`src/rtl/i2s_pkg.sv`:
```
// i2s_pkg: shared definitions for the I2S transmit path.
//   WS_LEFT / WS_RIGHT   : word-select encoding of the two channel slots.
//   DATA_OFFSET          : slot position of the sample MSB (1 = I2S, 0 = left-justified).
//   I2S_TX_PARAMS_OK     : parameter legality test used by the transmitter.
// Build option: define I2S_TX_LJ_EN for the left-justified format.

`define I2S_TX_PARAMS_OK(dw, sw, cd, off) (((sw) >= (dw) + (off)) && ((cd) >= 1))

package i2s_pkg;
  localparam logic WS_LEFT  = 1'b0;
  localparam logic WS_RIGHT = 1'b1;
`ifdef I2S_TX_LJ_EN
  localparam int DATA_OFFSET = 0;
`else
  localparam int DATA_OFFSET = 1;
`endif
endpackage

```
`src/rtl/i2s_clk_div.sv`:
```
// i2s_clk_div: bit-clock generator for the I2S transmitter.
//   clk, rst_n : system clock, async active-low reset
//   en         : run enable; low clears the divider and parks bclk low next clk
//   bclk       : bit clock, half-period CLK_DIV clk
//   fall       : strobe, high in the clk whose edge takes bclk 1->0

module i2s_clk_div #(
  parameter int CLK_DIV = 4
) (
  input  logic clk,
  input  logic rst_n,
  input  logic en,
  output logic bclk,
  output logic fall
);
  localparam int CW = (CLK_DIV > 1) ? $clog2(CLK_DIV) : 1;

  logic [CW-1:0] div_cnt;
  logic          wrap;

  assign wrap = (div_cnt == CW'(CLK_DIV - 1));
  assign fall = en & wrap & bclk;

  always_ff @(posedge clk or negedge rst_n) begin
    if (!rst_n) begin
      div_cnt <= '0;
      bclk    <= 1'b0;
    end else if (!en) begin
      div_cnt <= '0;
      bclk    <= 1'b0;
    end else if (wrap) begin
      div_cnt <= '0;
      bclk    <= ~bclk;
    end else begin
      div_cnt <= div_cnt + CW'(1);
    end
  end
endmodule

```
`src/rtl/i2s_transmit.sv`:
```
// i2s_transmit: stereo PCM to I2S serialiser, bus master (drives BCLK/WS/SD).
//   clk, rst_n           : system clock, async active-low reset
//   en                   : transmitter enable (low = stop and clear the serial side)
//   in_left/in_right     : sample pair, in_valid/in_ready handshake into a 1-frame holding reg
//   i2s_bclk/ws/sd       : I2S bus; ws/sd update only on the BCLK falling edge
//   frame_start          : 1-clk pulse after a frame is loaded into the shifter
//   underrun             : 1-clk pulse when that load found the holding reg empty
// Build option: I2S_TX_LJ_EN selects left-justified (MSB at slot position 0).

module i2s_transmit import i2s_pkg::*; #(
  parameter int DATA_WIDTH = 24,
  parameter int SLOT_WIDTH = 32,
  parameter int CLK_DIV    = 4
) (
  input  logic                  clk,
  input  logic                  rst_n,
  input  logic                  en,
  input  logic [DATA_WIDTH-1:0] in_left,
  input  logic [DATA_WIDTH-1:0] in_right,
  input  logic                  in_valid,
  output logic                  in_ready,
  output logic                  i2s_bclk,
  output logic                  i2s_ws,
  output logic                  i2s_sd,
  output logic                  frame_start,
  output logic                  underrun
);
  localparam int  FRAME_BITS = 2 * SLOT_WIDTH;
  localparam int  BW         = $clog2(FRAME_BITS);
  localparam int  SHW        = 2 * DATA_WIDTH;
  localparam int  D_FIRST    = DATA_OFFSET;
  localparam int  D_LAST     = DATA_OFFSET + DATA_WIDTH - 1;
  localparam bit  PARAMS_OK  = `I2S_TX_PARAMS_OK(DATA_WIDTH, SLOT_WIDTH, CLK_DIV, DATA_OFFSET);

  generate
    if (!PARAMS_OK) begin : g_bad_params
      $error("i2s_transmit: SLOT_WIDTH too small for DATA_WIDTH, or CLK_DIV < 1");
    end
  endgenerate

  logic                  fall;
  logic                  hold_full;
  logic [DATA_WIDTH-1:0] hold_l, hold_r;
  logic [SHW-1:0]        shifter, sh_src;
  logic [BW-1:0]         bit_cnt, nxt_cnt, pos;
  logic                  primed;
  logic                  accept, fs, in_data;
  logic                  ws_q, sd_q;
  int                    p_int;

  i2s_clk_div #(.CLK_DIV(CLK_DIV)) u_clk_div (
    .clk  (clk),
    .rst_n(rst_n),
    .en   (en),
    .bclk (i2s_bclk),
    .fall (fall)
  );

  assign in_ready = ~hold_full;
  assign accept   = in_valid & ~hold_full;

  // 'primed' is clear after reset/enable so the first fall strobe is a frame
  // start with bit_cnt 0, instead of advancing from 0 to 1.
  always_comb begin
    fs      = fall & (~primed | (bit_cnt == BW'(FRAME_BITS - 1)));
    nxt_cnt = fs ? '0 : bit_cnt + BW'(1);
    pos     = (nxt_cnt >= BW'(SLOT_WIDTH)) ? nxt_cnt - BW'(SLOT_WIDTH) : nxt_cnt;
    p_int   = int'(pos);
    in_data = (p_int >= D_FIRST) && (p_int <= D_LAST);
    sh_src  = fs ? (hold_full ? {hold_l, hold_r} : '0) : shifter;
  end

  // Holding register: a transfer in the load clk cannot be taken by that load
  // (the load sees the register as it was), so it waits for the next frame.
  always_ff @(posedge clk or negedge rst_n) begin
    if (!rst_n) begin
      hold_full <= 1'b0;
      hold_l    <= '0;
      hold_r    <= '0;
    end else begin
      if (fs)          hold_full <= accept;
      else if (accept) hold_full <= 1'b1;
      if (accept) begin
        hold_l <= in_left;
        hold_r <= in_right;
      end
    end
  end

  // Serial side; the shifter carries left then right, MSB first, so the right
  // word is at the top once the left slot's DATA_WIDTH bits have gone out.
  always_ff @(posedge clk or negedge rst_n) begin
    if (!rst_n) begin
      bit_cnt     <= '0;
      primed      <= 1'b0;
      shifter     <= '0;
      ws_q        <= WS_LEFT;
      sd_q        <= 1'b0;
      frame_start <= 1'b0;
      underrun    <= 1'b0;
    end else begin
      frame_start <= 1'b0;
      underrun    <= 1'b0;
      if (!en) begin
        bit_cnt <= '0;
        primed  <= 1'b0;
        shifter <= '0;
        ws_q    <= WS_LEFT;
        sd_q    <= 1'b0;
      end else if (fall) begin
        bit_cnt     <= nxt_cnt;
        primed      <= 1'b1;
        ws_q        <= (nxt_cnt >= BW'(SLOT_WIDTH)) ? WS_RIGHT : WS_LEFT;
        frame_start <= fs;
        underrun    <= fs & ~hold_full;
        if (in_data) begin
          sd_q    <= sh_src[SHW-1];
          shifter <= sh_src << 1;
        end else begin
          sd_q    <= 1'b0;
          shifter <= sh_src;
        end
      end
    end
  end

  assign i2s_ws = ws_q;
  assign i2s_sd = sd_q;
endmodule

```
`config.mk`:
```
export PLATFORM = sky130hd
export DESIGN_NAME = i2s_transmit
export DESIGN_NICKNAME = d
export VERILOG_FILES = /design/src/rtl/i2s_pkg.sv /design/src/rtl/i2s_clk_div.sv /design/src/rtl/i2s_transmit.sv
export SDC_FILE = /design/constraint.sdc
export NUM_CORES = 1
export LEC_CHECK = 0
export ABC_AREA = 1
export CAP_MARGIN = 20
export CORE_ASPECT_RATIO = 1.2
export CORE_MARGIN = 5
export CORE_UTILIZATION = 40
export DETAILED_ROUTE_END_ITERATION = 10
export GPL_TIMING_DRIVEN = 0
export HOLD_SLACK_MARGIN = 0.1
export SETUP_SLACK_MARGIN = 0.4
export SLEW_MARGIN = 20
export SYNTH_ARGS = -nofsm -noshare
export SYNTH_HDL_FRONTEND = slang
export SYNTH_SLANG_ARGS = --single-unit
```
`constraint.sdc`:
```
create_clock -name clk -period 1.9 [get_ports clk]
set_clock_uncertainty 0.15 [all_clocks]
set_input_delay 0.38 -clock clk [delete_from_list [all_inputs] [get_ports clk]]
set_output_delay 0.38 -clock clk [all_outputs]
set_load 0.03 [all_outputs]
```
Word level (Yosys, flattened, before mapping)
Index checks and enable logic that the tools add are counted.
Storage, ports and cells
  register bits after elaboration: 111
  bits in latches: 0
  bits in writable memories: 0
  bits in read-only memories: 0
  output and inout port bits: 6
  logic and storage cells: 60
  memories: 0
Operators by class
  add/subtract/negate cells: 3
  multipliers: 0
  div/mod/pow operators: 0
  $lt $le $gt $ge: 3
  eq/ne operators: 4
  shift operators: 0
  muxes and demuxes: 27
  bitwise gates (word level): 9
  reduce and logical (&&, ||, !) cells: 2
Operator list (count)
  $mux W48: 5
  $mux W6: 4
  $mux W1: 16
  $add A6 B1 Y6 const B: 1
  $eq A6 B6 Y1 const B: 1
  $ge A6 B1 Y1 const B: 1
  $ge A6 B6 Y1 const B: 1
  $le A6 B5 Y1 const B: 1
  $sub A6 B6 Y6 const B: 1
  $and A1 B1 Y1: 5
  $mux W2: 2
  $ne A2 B1 Y1 const B: 2
  $not A1 Y1: 3
  $add A2 B1 Y2 const B: 1
  $eq A2 B2 Y1 const B: 1
  $reduce_bool A2 Y1: 1
  $logic_and A1 B1 Y1: 1
  $or A1 B1 Y1: 1

Longest topological paths before layout
Gate-level depths: netlist of the first run.
  depth in word-level cells: 12
  depth in mapped cells: 14
  gate-level depth less buffers: 12

Modules after synthesis
A second synthesis of the first run with hierarchy kept.
Unflattened totals
  cells, all modules: 640
  area total of the unflattened synthesis: 5501.5 µm²
Modules (own cells, without submodules)
  i2s_transmit: times used 1, cells an instance 625, area each 5370.2 µm², seq. area each 2677.6 µm²
  i2s_clk_div: times used 1, cells an instance 15, area each 131.4 µm², seq. area each 75.1 µm²

Least setup slack after synthesis of the first run
No wires, ideal clock.
  kind: flip-flop to flip-flop
  start point: register u_clk_div.bclk
  end point: register shifter[40]
  setup time: 0.117 ns
  data arrival time: 1.728 ns
  path slack: -0.096 ns
  cell stages (with the launch flop): 14
  clock period less this slack: 1.996 ns
  path through: dfrtp_1 inv_1 nor2_2 nand2_4 nand2_2 nor2_1 nand2_1 nand2_2 nand2_4 buf_6 buf_8 nand2_2 nand3_1 nand2_1
On the way
  longest elaborated chain between the ends: 10
  elaborated cells between the ends (all ways): 14
  classes of those cells: add/sub (1); order compare (3); eq/ne (1); mux (6); bitwise (2); reduce/logical (1)
RTL lines
  start: declaration: line i2s_clk_div.sv:13  | output logic bclk,
  start signal: assignment: line i2s_clk_div.sv:33  | bclk <= ~bclk;
  $and A1 B1 Y1 (*): line i2s_clk_div.sv:22  | assign fall = en & wrap & bclk;
  $and A1 B1 Y1: line i2s_transmit.sv:65  | fs = fall & (~primed | (bit_cnt == BW'(FRAME_BITS - 1)));
  $mux W6: line i2s_transmit.sv:66  | nxt_cnt = fs ? '0 : bit_cnt + BW'(1);
  $sub A6 B6 Y6 / $ge A6 B6 Y1 (equally long branches): line i2s_transmit.sv:67  | pos = (nxt_cnt >= BW'(SLOT_WIDTH)) ? nxt_cnt - BW'(SLOT_WIDTH) : nxt_cnt;
  $mux W6: line i2s_transmit.sv:67
  $ge A6 B1 Y1 / $le A6 B5 Y1 (equally long branches): line i2s_transmit.sv:69  | in_data = (p_int >= D_FIRST) && (p_int <= D_LAST);
  $logic_and A1 B1 Y1: line i2s_transmit.sv:69
  $mux W48: line i2s_transmit.sv:116  | if (in_data) begin
  $mux W48: line i2s_transmit.sv:110  | end else if (fall) begin
  $mux W48: line i2s_transmit.sv:104  | if (!en) begin
  end signal: assignment: line i2s_transmit.sv:118  | shifter <= sh_src << 1;
  end signal: assignment: line i2s_transmit.sv:121  | shifter <= sh_src;
  end: declaration: line i2s_transmit.sv:44  | logic [SHW-1:0] shifter, sh_src;
Every way passes the cells marked *; elsewhere a longest branch is shown, timed or not. The select of a mux whose other input is x is not followed.
A chain may end at the register's enable or synchronous reset.

Final worst setup path of the first run
  start point: register bit_cnt[1]
  end point: register shifter[40]
On the way
  longest elaborated chain between the ends: 11
  elaborated cells between the ends (all ways): 15
  classes of those cells: add/sub (2); order compare (3); eq/ne (1); mux (6); bitwise (2); reduce/logical (1)
RTL lines
  start: declaration: line i2s_transmit.sv:45  | logic [BW-1:0] bit_cnt, nxt_cnt, pos;
  start signal: assignment: line i2s_transmit.sv:111  | bit_cnt <= nxt_cnt;
  parallel branches: the longest is 8 deep, another holds $add A6 B1 Y6
  $mux W48 (*): line i2s_transmit.sv:116
  $mux W48 (*): line i2s_transmit.sv:110
  $mux W48 (*): line i2s_transmit.sv:104
Every way passes the cells marked *. The select of a mux whose other input is x is not followed.

==> results of run 1 <==
## final cells by class
cell class	instances	share of cell area, %
clock buffers	9	2.888
repair buffers	93	12.32
clock inverters	7	1.251
multi-input cells	477	38.73
inverters	13	0.8984
flip-flops and latches	110	35.33
plain buffers	46	5.840
well taps	171	2.743
## per-layer routing
metal	routed length, um	share of wire (%)	global-route usage (%)	up-vias
li1	-	-	-	2344
met1	6616	45	23.24	2369
met2	7348	50	28.84	108
met3	458	3.1	2.476	21
met4	332	2.3	6.643	0
met5	0	0	0	-
## state kept, by name, summed over array words and instances, names as in the netlist, 2 cells and up
register and count:
hold_r 24, hold_l 24, shifter 48, bit_cnt 6, u_clk_div.div_cnt 2
## synth_stat cells (2+ instances only)
library cell / n
a32o_1: 2
ha_1: 2
xor2_1: 2
clkbuf_1: 21
nor2_1: 6
mux2_2: 48
o21ai_1: 8
o22ai_1: 2
inv_1: 12
buf_2: 11
dfrtp_1: 110
nand2_4: 2
buf_6: 11
nand2_1: 240
a21oi_1: 2
nand3_1: 96
nand2_2: 11
o21ai_0: 47
nand3_2: 2
## cells by family after synthesis
| family | synth area share [%] |
|---|---|
| DFF | 49.45 |
| xor gates and xnor gates | 0.3147 |
| AOI/OAI and AO/OA | 6.361 |
| adders and majority gates | 0.4495 |
| and+or+nand+nor | 27.67 |
| buffers and inverters | 6.046 |
| muxes | 9.710 |
## worst min-delay path, cell delays in order
cell and delay [ns]:
dlygate4sd2_1 0.29, nand2_1 0.08, inv_1 0.04
## worst max path at each step
| stage | slack [ns] | cells past startpoint | endpoint |
|---|---|---|---|
| 5_1_grt | -0.32 | 12 | shifter[44]$_DFFE_PN0P_ |
| 4_1_cts | -0.20 | 12 | shifter[43]$_DFFE_PN0P_ |
| 2_1_floorplan | -0.01 | 14 | shifter[39]$_DFFE_PN0P_ |
| 6_report | -0.20 | 14 | shifter[40]$_DFFE_PN0P_ |
| 3_3_place_gp | -4.49 | 1 | u_clk_div.bclk$_DFFE_PN0P_ |
| 3_5_place_dp | -0.73 | 10 | shifter[24]$_DFFE_PN0P_ |
## stage by stage
stage	TNS [ns]	cell area [um2]	cells	power, mW	setup slack [ns]
floorplan	-0.1172	5719	646	4.410	-0.01372
finish	-7.562	7799	926	7.423	-0.2042
global placement	-480.04	6504	874	4.876	-4.494
global route	-13.25	7799	926	7.853	-0.3236
CTS	-8.058	7271	914	7.195	-0.1967
detailed placement	-34.23	6533	875	4.945	-0.7317
## power groups by stage
stage / clock network [mW] / registers [mW] / logic (mW)
floorplan: 0 / 3.07 / 1.34
global placement: 0 / 3.15 / 1.72
detailed placement: 0 / 3.17 / 1.77
CTS: 2.11 / 3.12 / 1.96
global route: 2.20 / 3.21 / 2.45
finish: 2.08 / 3.13 / 2.21
## what timing repair did
| action | in CTS | in global routing |
|---|---|---|
| hold buffers | 1 | 0 |
| buffers inserted | 21 | 10 |
| hold endpoints to repair | 51 | 0 |
| endpoints found under the setup margin | 111 | 137 |
| gates cloned | 1 | 2 |
| gates resized for setup | 98 | 114 |
| pin swaps | 7 | 12 |
==> flow_summary_export.csv, run 1 <==
group,metric,value,unit
outcome,status,"complete, but fails checks",
outcome,violations,"setup timing",
timing,slew_violations,0,
timing,period_share,110.7,%
route,wl,14760,um
synth,async_reset_ff_share,100.0,%
cts,numClockSinks,110,
timing,slew_headroom,63.14,%
placed_design,dpl.hpwl,9269,um
final_layout,final_core_utilization,56.92,%
route,wire_per_inst,15.93,um
grt,track_usage,17.43,%
setup_path,r2r_slack,-0.20,ns
route,drtIter0Drc,269,
die,io_pins,58,
die,die_w,117.7,um
route,final_antenna_net_count,0,
timing,timing.fmax,0.4752,GHz
pwr,p_leak,3.866,nW
setup_path,startpoint_type,"flip-flop",
timing,fin_ws,-0.2042,ns
cts,htreeDepth,3,
grt,grt_pass1_wl,23710,um
synth,synth_nets,700,
setup_path,reg2reg_depth,14,
cts,root_buffer,"clkbuf_16",
route,dr.pass1.iters,5,
final_layout,num-fill-cells,1230,
setup_path,crit_family,"simple AND/OR/NAND/NOR gates",
min_path,worst_hold_path_type,"in2reg",
setup_path,critPathSlowestCell,"dfrtp_1",
final_layout,diodes,0,
cts,cts_inserted_buffers,9,
placed_design,port_buffers,57,
synth,yosys_warnings,0,
pwr,sequentialPowerShare,42.2,%
pwr,internal-power,5.219,mW
setup_path,crit_chain,"ha_4 -> nand3_4 -> o21bai_4 -> nand2_8 -> nand2_4 -> nor2_2 -> nand2_2 -> nand2_4 -> nand2_4 -> buf_8 -> clkbuf_16 -> nand2_2 -> nand3_2 -> nand2_1",
die,num_rows,47,
cts,clkLatencyLatePin,0.36,ns
setup_path,r2r-end,"shifter[40]$_DFFE_PN0P_",
grt,first_global_vias,4812,
cts,cts_tree,"yes",
grt,gr-total-overflow,0,
min_path,whs_path_depth,3,
placed_design,gp_congestion,0.8088,
final_layout,seq_area,0.002755,mm2
synth,synth_seq_area_share,49.45,%
timing,setup_viol,49,
route,num_vias,4842,
timing,rsz0062_at_grt,"yes",
final_layout,final_cell_mix,"225 x nand2_1, 108 x dfrtp_1, 54 x nand3_1",
pwr,switching_share,29.69,%
setup_path,worstPathMaxFanout,8,
synth,synth_area,0.005567,mm2
setup_path,cpPeakStageDelay,0.41,ns
cts,clk_pin_slew,0.07,ns
timing,whs,0.3223,ns
synth,synth.avg_cell_area,8.617,um2
setup_path,crit-reg2reg-launch,"bit_cnt[1]$_DFFE_PN0P_",
grt,grt_max_degree,60,
final_layout,final_layout_size_suffix_gt1_share,33.64,%
die,die_area,0.01639,mm2
die,initial_core_util,40.63,%
pwr,p_per_area,951.8,mW/mm2
run,maxCapViolations,0,
setup_path,crit_start,"bit_cnt[1]$_DFFE_PN0P_",
pwr,vdd_ir_drop_max,0.5326,mV
synth,synth-edff-count,0,
setup_path,arrival,2.21,ns
synth,synthDistinctLibCells,30,
final_layout,multi_input_area,0.003020,mm2
timing,hold_violations,0,
setup_path,crit_top_cell,"nand2_4",
min_path,worstHoldEndpoint,"u_clk_div.div_cnt[1]$_DFF_PN0_",
die,die_y,139.2,um
final_layout,area_growth,40.10,%
synth,syn_inst,646,
timing,min_period,2.104,ns
synth,yosys_most_used_dff,"dfrtp_1",
pwr,pwr-share-comb,29.8,%
route,viasPerCell,5.229,
final_layout,layout.nets,804,
synth,yosysTopAreaCell,"dfrtp_1",
timing,tightest_slew,0.5529,ns
pwr,switchingPower,2.204,mW
route,drc,0,
setup_path,critPathKind,"reg2reg",
min_path,hold_start,"en",
setup_path,critPathCaptureType,"flip-flop",
die,core_area,0.01370,mm2
synth,ys_ff_latch,110,
synth,synth_top_area_share,49.45,%
setup_path,critPathBufInv,2,
final_layout,layout_commonest_cell,"nand2_1",
grt,antenna_found_initial,0,
setup_path,worstPathRequired,2.00,ns
synth,ys_top_cells_by_area,"dfrtp_1 49%, nand2_1 16%, mux2_2 9.7%, nand3_1 8.6%, o21ai_0 4.2%",
pwr,clockPowerShare,28.0,%
cts,clockBufferDepth,2,
Note: power is estimated with default switching activity, not from simulation.
==> run 2, diff against run 1 <==
--- a/config.mk
+++ b/config.mk
@@ -9,11 +9,13 @@
 export CAP_MARGIN = 20
 export CORE_ASPECT_RATIO = 1.2
 export CORE_MARGIN = 5
-export CORE_UTILIZATION = 40
+export CORE_UTILIZATION = 50
 export DETAILED_ROUTE_END_ITERATION = 10
 export GPL_TIMING_DRIVEN = 0
 export HOLD_SLACK_MARGIN = 0.1
+export PLACE_DENSITY = 0.75
 export SETUP_SLACK_MARGIN = 0.4
+export SKIP_LAST_GASP = 1
 export SLEW_MARGIN = 20
 export SYNTH_ARGS = -nofsm -noshare
 export SYNTH_HDL_FRONTEND = slang
==> run 2 against run 1 <==
The flow still finishes with violations (setup timing). Sequential cell count is the same. Global-route usage rose by 3.1 points. Count of clock-buffer cells in the layout is 3 higher. Die area shrank 19%. Utilization is 11 points higher. Wire length is 6.5% lower. Critical path type unchanged. Largest cell class unchanged. Largest power group unchanged.
==> flow_summary_export.csv, run 2 (synthesized netlist as in run 1, its figures left out) <==
group,metric,value,unit
outcome,status,"complete, but fails checks",
outcome,violations,"setup timing",
die,num_rows,42,
timing,hold_violations,0,
setup_path,worstPathRequired,1.99,ns
setup_path,startpoint_type,"flip-flop",
placed_design,preCtsSetupSlack,-0.7026,ns
pwr,vdd_ir_drop_max,0.5788,mV
route,drtIter0Drc,323,
timing,period_share,113.7,%
grt,grt_pass1_wl,22420,um
pwr,power,7.059,mW
final_layout,final_core_utilization,67.75,%
grt,grt_max_degree,62,
min_path,worst_hold_path_type,"reg2reg",
timing,rsz0062_at_grt,"yes",
grt,antenna_found_initial,0,
setup_path,critPathKind,"reg2reg",
placed_design,port_buffers,57,
final_layout,reg_top3,"shifter: 48 flops, hold_l: 24 flops, hold_r: 24 flops",
setup_path,crit_chain,"ha_2 -> nand3_4 -> o21bai_4 -> nand2_8 -> nand2_4 -> nor2_4 -> nand2_2 -> nand2_4 -> nand2_4 -> buf_8 -> buf_6 -> nand2_2 -> nand3_2 -> nand2_1",
final_layout,final_layout_size_suffix_gt1_share,29.85,%
timing,min_period,2.160,ns
grt,busiest_layer,"met2",
setup_path,critPathSlowestCell,"dfrtp_1",
route,wire_per_inst,15.70,um
grt,grt.met2_usage,35.43,%
timing,fin_ws,-0.2597,ns
timing,slew_violations,0,
grt,use_met1,26.09,%
final_layout,layout.nets,796,
setup_path,worstPathMaxFanout,7,
cts,clkLatencyLatePin,0.35,ns
final_layout,max_flop_register,"shifter",
cts,cts_tree,"yes",
pwr,p_per_area,948.6,mW/mm2
route,num_vias,4865,
grt,gr-total-overflow,0,
timing,tightest_slew,0.5133,ns
die,io_pins,58,
cts,htreeDepth,3,
timing,timing.fmax,0.4630,GHz
cts,root_buffer,"clkbuf_16",
die,die_w,106.3,um
cts,clk_pin_slew,0.07,ns
route,dr.pass1.iters,6,
final_layout,largest_reg_flops,48,
final_layout,num-fill-cells,835,
cts,clockBufferDepth,2,
pwr,p_leak,3.719,nW
die,core_area,0.01098,mm2
route,final_antenna_net_count,0,
setup_path,critPathCaptureType,"flip-flop",
placed_design,dpl.hpwl,8711,um
final_layout,layout_commonest_cell,"nand2_1",
final_layout,area_growth,33.67,%
final_layout,final_cell_mix,"227 x nand2_1, 108 x dfrtp_1, 65 x nand3_1",
final_layout,diodes,0,
route,wl,13800,um
setup_path,cpPeakStageDelay,0.36,ns
die,initial_core_util,50.68,%
route,drc,0,
setup_path,arrival,2.25,ns
run,maxCapViolations,0,
route,viasPerCell,5.535,
placed_design,gp_congestion,0.8176,
cts,numClockSinks,110,
cts,cts_inserted_buffers,9,
setup_path,crit_top_cell,"nand2_4",
grt,first_global_vias,4844,
timing,setup_viol,49,
timing,slew_headroom,65.78,%
die,die_area,0.01335,mm2
grt,use_met3,3.505,%
grt,track_usage,20.51,%
die,die_y,125.6,um
==> run 2: stage by stage <==
stage | hold WS [ns] | TNS [ns] | instances | area, um2
after floorplan | -0.06559 | -0.1172 | 646 | 5719
after global placement | 0.2648 | -454.36 | 835 | 6455
after detailed placement | 0.2532 | -32.26 | 836 | 6484
after CTS | 0.2829 | -9.014 | 871 | 7062
after global routing | 0.3389 | -15.03 | 879 | 7441
final | 0.3228 | -9.379 | 879 | 7441
==> run 2: worst paths after layout <==
check / cells after the start / slack, ns / start / endpoint
min in group asynchronous: 2 / 0.42 / rst_n / primed$_DFFE_PN0P_
min: 2 / 0.32 / shifter[2]$_DFFE_PN0P_ / shifter[2]$_DFFE_PN0P_
max: 14 / -0.26 / bit_cnt[0]$_DFFE_PN0P_ / shifter[6]$_DFFE_PN0P_
min reg2reg: 2 / 0.32 / shifter[2]$_DFFE_PN0P_ / shifter[2]$_DFFE_PN0P_
max reg2reg: 14 / -0.26 / bit_cnt[0]$_DFFE_PN0P_ / shifter[6]$_DFFE_PN0P_
max in group asynchronous: 3 / 0.55 / rst_n / shifter[41]$_DFFE_PN0P_
==> run 2: worst max-delay path: cells and delay by family (launching register included) <==
| family | cells | cell delay, ns |
|---|---|---|
| AO/OA/AOI/OAI | 1 | 0.19 |
| flip-flops | 1 | 0.36 |
| buffers and inverters | 2 | 0.26 |
| adder cells (fa/ha/maj) | 1 | 0.22 |
| AND/OR/NAND/NOR | 10 | 0.85 |
==> run 2: power by group <==
group	internal, mW	total [mW]	switching, mW
logic	1.08	2.04	0.960
clock network	1.06	1.88	0.828
registers	2.85	3.13	0.283
total	4.99	7.06	2.07
==> run 2: what timing repair did <==
action | in CTS | in global routing
buffers inserted | 17 | 6
hold buffers | 1 | 0
cloned | 1 | 2
gates resized for setup | 77 | 85
pin swaps | 11 | 18
setup endpoints to repair | 102 | 142
hold endpoints to repair | 60 | 0
==> run 2: cell type report <==
| type | instances | area (um2) | share of cell area (%) |
|---|---|---|---|
| plain buffers | 46 | 432.9 | 5.818 |
| clock buffers | 12 | 246.5 | 3.313 |
| clock inverters | 4 | 47.55 | 0.6390 |
| inverters | 13 | 75.07 | 1.009 |
| multi-input cells | 477 | 2836 | 38.12 |
| flip-flops and latches | 110 | 2755 | 37.03 |
| well taps | 132 | 165.2 | 2.220 |
| repair buffers | 85 | 882.1 | 11.85 |
==> run 2: metal layers <==
metal | wire (um) | up-vias
li1 | - | 2322
met1 | 5774 | 2375
met2 | 7158 | 145
met3 | 661 | 23
met4 | 205 | 0
met5 | 0 | -
==> run 3, diff against run 2 <==
--- a/config.mk
+++ b/config.mk
@@ -13,10 +13,10 @@
 export DETAILED_ROUTE_END_ITERATION = 10
 export GPL_TIMING_DRIVEN = 0
 export HOLD_SLACK_MARGIN = 0.1
-export PLACE_DENSITY = 0.75
+export PLACE_DENSITY = 0.81
 export SETUP_SLACK_MARGIN = 0.4
 export SKIP_LAST_GASP = 1
-export SLEW_MARGIN = 20
+export SLEW_MARGIN = 30
 export SYNTH_ARGS = -nofsm -noshare
 export SYNTH_HDL_FRONTEND = slang
 export SYNTH_SLANG_ARGS = --single-unit
==> run 3 against run 2 <==
Power increased by 0.89%. The flow still finishes with violations (setup timing). Combinational power rose by 2%. Wire length rose by 12%. Largest power group unchanged.
==> flow_summary_export.csv, run 3 (synthesized netlist as in run 1, its figures left out) <==
group,metric,value,unit
setup_path,cpPeakStageDelay,0.43,ns
min_path,worst_hold_path_type,"in2reg",
grt,first_global_vias,5315,
cts,cts_tree,"yes",
die,core_area,0.01098,mm2
min_path,whs_path_depth,3,
timing,tns,-14.22,ns
pwr,clockPowerShare,26.6,%
timing,rsz0062_at_grt,"yes",
route,wl,15490,um
route,dr.max_layer_used,"met4",
pwr,p_leak,3.755,nW
final_layout,area_growth,35.18,%
final_layout,num-fill-cells,780,
pwr,switching_share,30.64,%
grt,gr-total-overflow,0,
setup_path,path_depth,13,
route,num_vias,5164,
route,met2WireLength,7930,um
route,final_antenna_net_count,0,
timing,slew_headroom,62.35,%
setup_path,startpoint_type,"flip-flop",
timing,setup_viol,51,
final_layout,multi_input_area,0.002867,mm2
outcome,violations,"setup timing",
cts,clockBufferDepth,2,
final_layout,largest_reg_flops,48,
final_layout,layout.nets,807,
setup_path,critPathBufInv,3,
setup_path,critPathSlowestCell,"dfrtp_1",
setup_path,critPathKind,"reg2reg",
route,wl_met3,889,um
setup_path,critPathCaptureType,"flip-flop",
route,drc,0,
cts,cts_inserted_buffers,9,
pwr,internal-power,4.940,mW
route,drtIter0Drc,433,
final_layout,seq_area,0.002755,mm2
final_layout,layout_commonest_cell,"nand2_1",
setup_path,worstPathRequired,1.99,ns
grt,grt_pass1_wl,25360,um
grt,grt_max_degree,57,
setup_path,arrival,2.34,ns
grt,antenna_found_initial,0,
pwr,sequentialPowerShare,44.1,%
route,viasPerCell,5.809,
placed_design,dpl.hpwl,9061,um
timing,slew_violations,0,
placed_design,gp_congestion,0.8857,
die,die_w,106.3,um
setup_path,crit_chain,"ha_4 -> nand3_4 -> o21bai_4 -> nand2_4 -> buf_6 -> o21ai_2 -> nand3_2 -> nand2_4 -> buf_8 -> buf_8 -> nand2_1 -> nand3_1 -> nand2_1",
cts,numClockSinks,110,
die,initial_core_util,50.68,%
final_layout,design_area,0.007525,mm2
cts,clk_pin_slew,0.07,ns
final_layout,max_flop_register,"shifter",
timing,timing.fmax,0.4446,GHz
pwr,vdd_ir_drop_max,0.5457,mV
pwr,p_per_area,946.4,mW/mm2
timing,fin_ws,-0.3492,ns
final_layout,final_layout_size_suffix_gt1_share,31.84,%
timing,whs,0.3260,ns
placed_design,postPlaceCellArea,0.006484,mm2
final_layout,diodes,0,
die,io_pins,58,
setup_path,reg2reg_depth,13,
pwr,pwr-share-comb,29.3,%
die,num_rows,42,
cts,root_buffer,"clkbuf_16",
die,die_y,125.6,um
cts,clkLatencyLatePin,0.35,ns
final_layout,final_core_utilization,68.51,%
timing,period_share,118.4,%
placed_design,port_buffers,57,
timing,hold_violations,0,
setup_path,worstPathMaxFanout,6,
pwr,switchingPower,2.182,mW
final_layout,final_cell_mix,"224 x nand2_1, 108 x dfrtp_1, 60 x nand3_1",
pwr,power,7.122,mW
outcome,status,"complete, but fails checks",
route,wl_met1,6066,um
setup_path,crit_family,"simple AND/OR/NAND/NOR gates",
route,wire_per_inst,17.43,um
final_layout,reg_top3,"shifter: 48 flops, hold_l: 24 flops, hold_r: 24 flops",
route,dr.pass1.iters,7,
die,die_area,0.01335,mm2
cts,htreeDepth,3,
timing,min_period,2.249,ns
grt,track_usage,23.17,%
run,maxCapViolations,0,
timing,tightest_slew,0.5589,ns
run 3: timing repair:
action,in CTS,in global routing
buffers inserted,26,8
hold buffers,1,0
gates resized for setup,110,56
pin swaps,15,18
cloned,3,0
endpoints found under the hold margin,55,0
endpoints found under the setup margin,102,133
run 3: layout make-up:
cell class / count / share of cell area (%)
Buffer: 46 / 5.770
Sequential cell: 110 / 36.61
Clock inverter: 3 / 0.6152
Tap cell: 132 / 2.195
Inverter: 13 / 0.8979
Timing Repair Buffer: 96 / 12.67
Clock buffer: 12 / 3.143
Multi-Input combinational cell: 477 / 38.09
run 3: per-stage QoR:
stage	setup WS (ns)	instances
after floorplan	-0.01372	646
after global placement	-4.211	835
after detailed placement	-0.6959	836
after CTS	-0.1993	881
after global routing	-0.4370	889
final	-0.3492	889
run 3: power by group through the flow:
stage / Clock, mW / Sequential (mW) / Combinational, mW
2_1_floorplan: 0 / 3.07 / 1.34
3_3_place_gp: 0 / 3.15 / 1.68
3_5_place_dp: 0 / 3.18 / 1.76
4_1_cts: 1.89 / 3.14 / 1.96
5_1_grt: 1.99 / 3.20 / 2.29
6_report: 1.89 / 3.14 / 2.09
run 3: tightest hold or removal path, stage by stage:
cell	delay, ns
dlygate4sd2_1	0.30
nand2_1	0.09
inv_1	0.03
run 3: final timing paths:
path / start / to / slack (ns)
max in group asynchronous: rst_n / bit_cnt[5]$_DFFE_PN0P_ / 0.59
max: bit_cnt[0]$_DFFE_PN0P_ / shifter[2]$_DFFE_PN0P_ / -0.35
min in group asynchronous: rst_n / hold_l[6]$_DFFE_PN0P_ / 0.37
min: en / u_clk_div.div_cnt[1]$_DFF_PN0_ / 0.33
max reg2reg: bit_cnt[0]$_DFFE_PN0P_ / shifter[2]$_DFFE_PN0P_ / -0.35
min reg2reg: shifter[25]$_DFFE_PN0P_ / shifter[25]$_DFFE_PN0P_ / 0.33
run 3: per-layer routing:
metal / up-vias / global-route usage (%)
li1: 2342 / -
met1: 2528 / 28.30
met2: 227 / 39.50
met3: 67 / 3.660
met4: 0 / 11.74
met5: - / 0
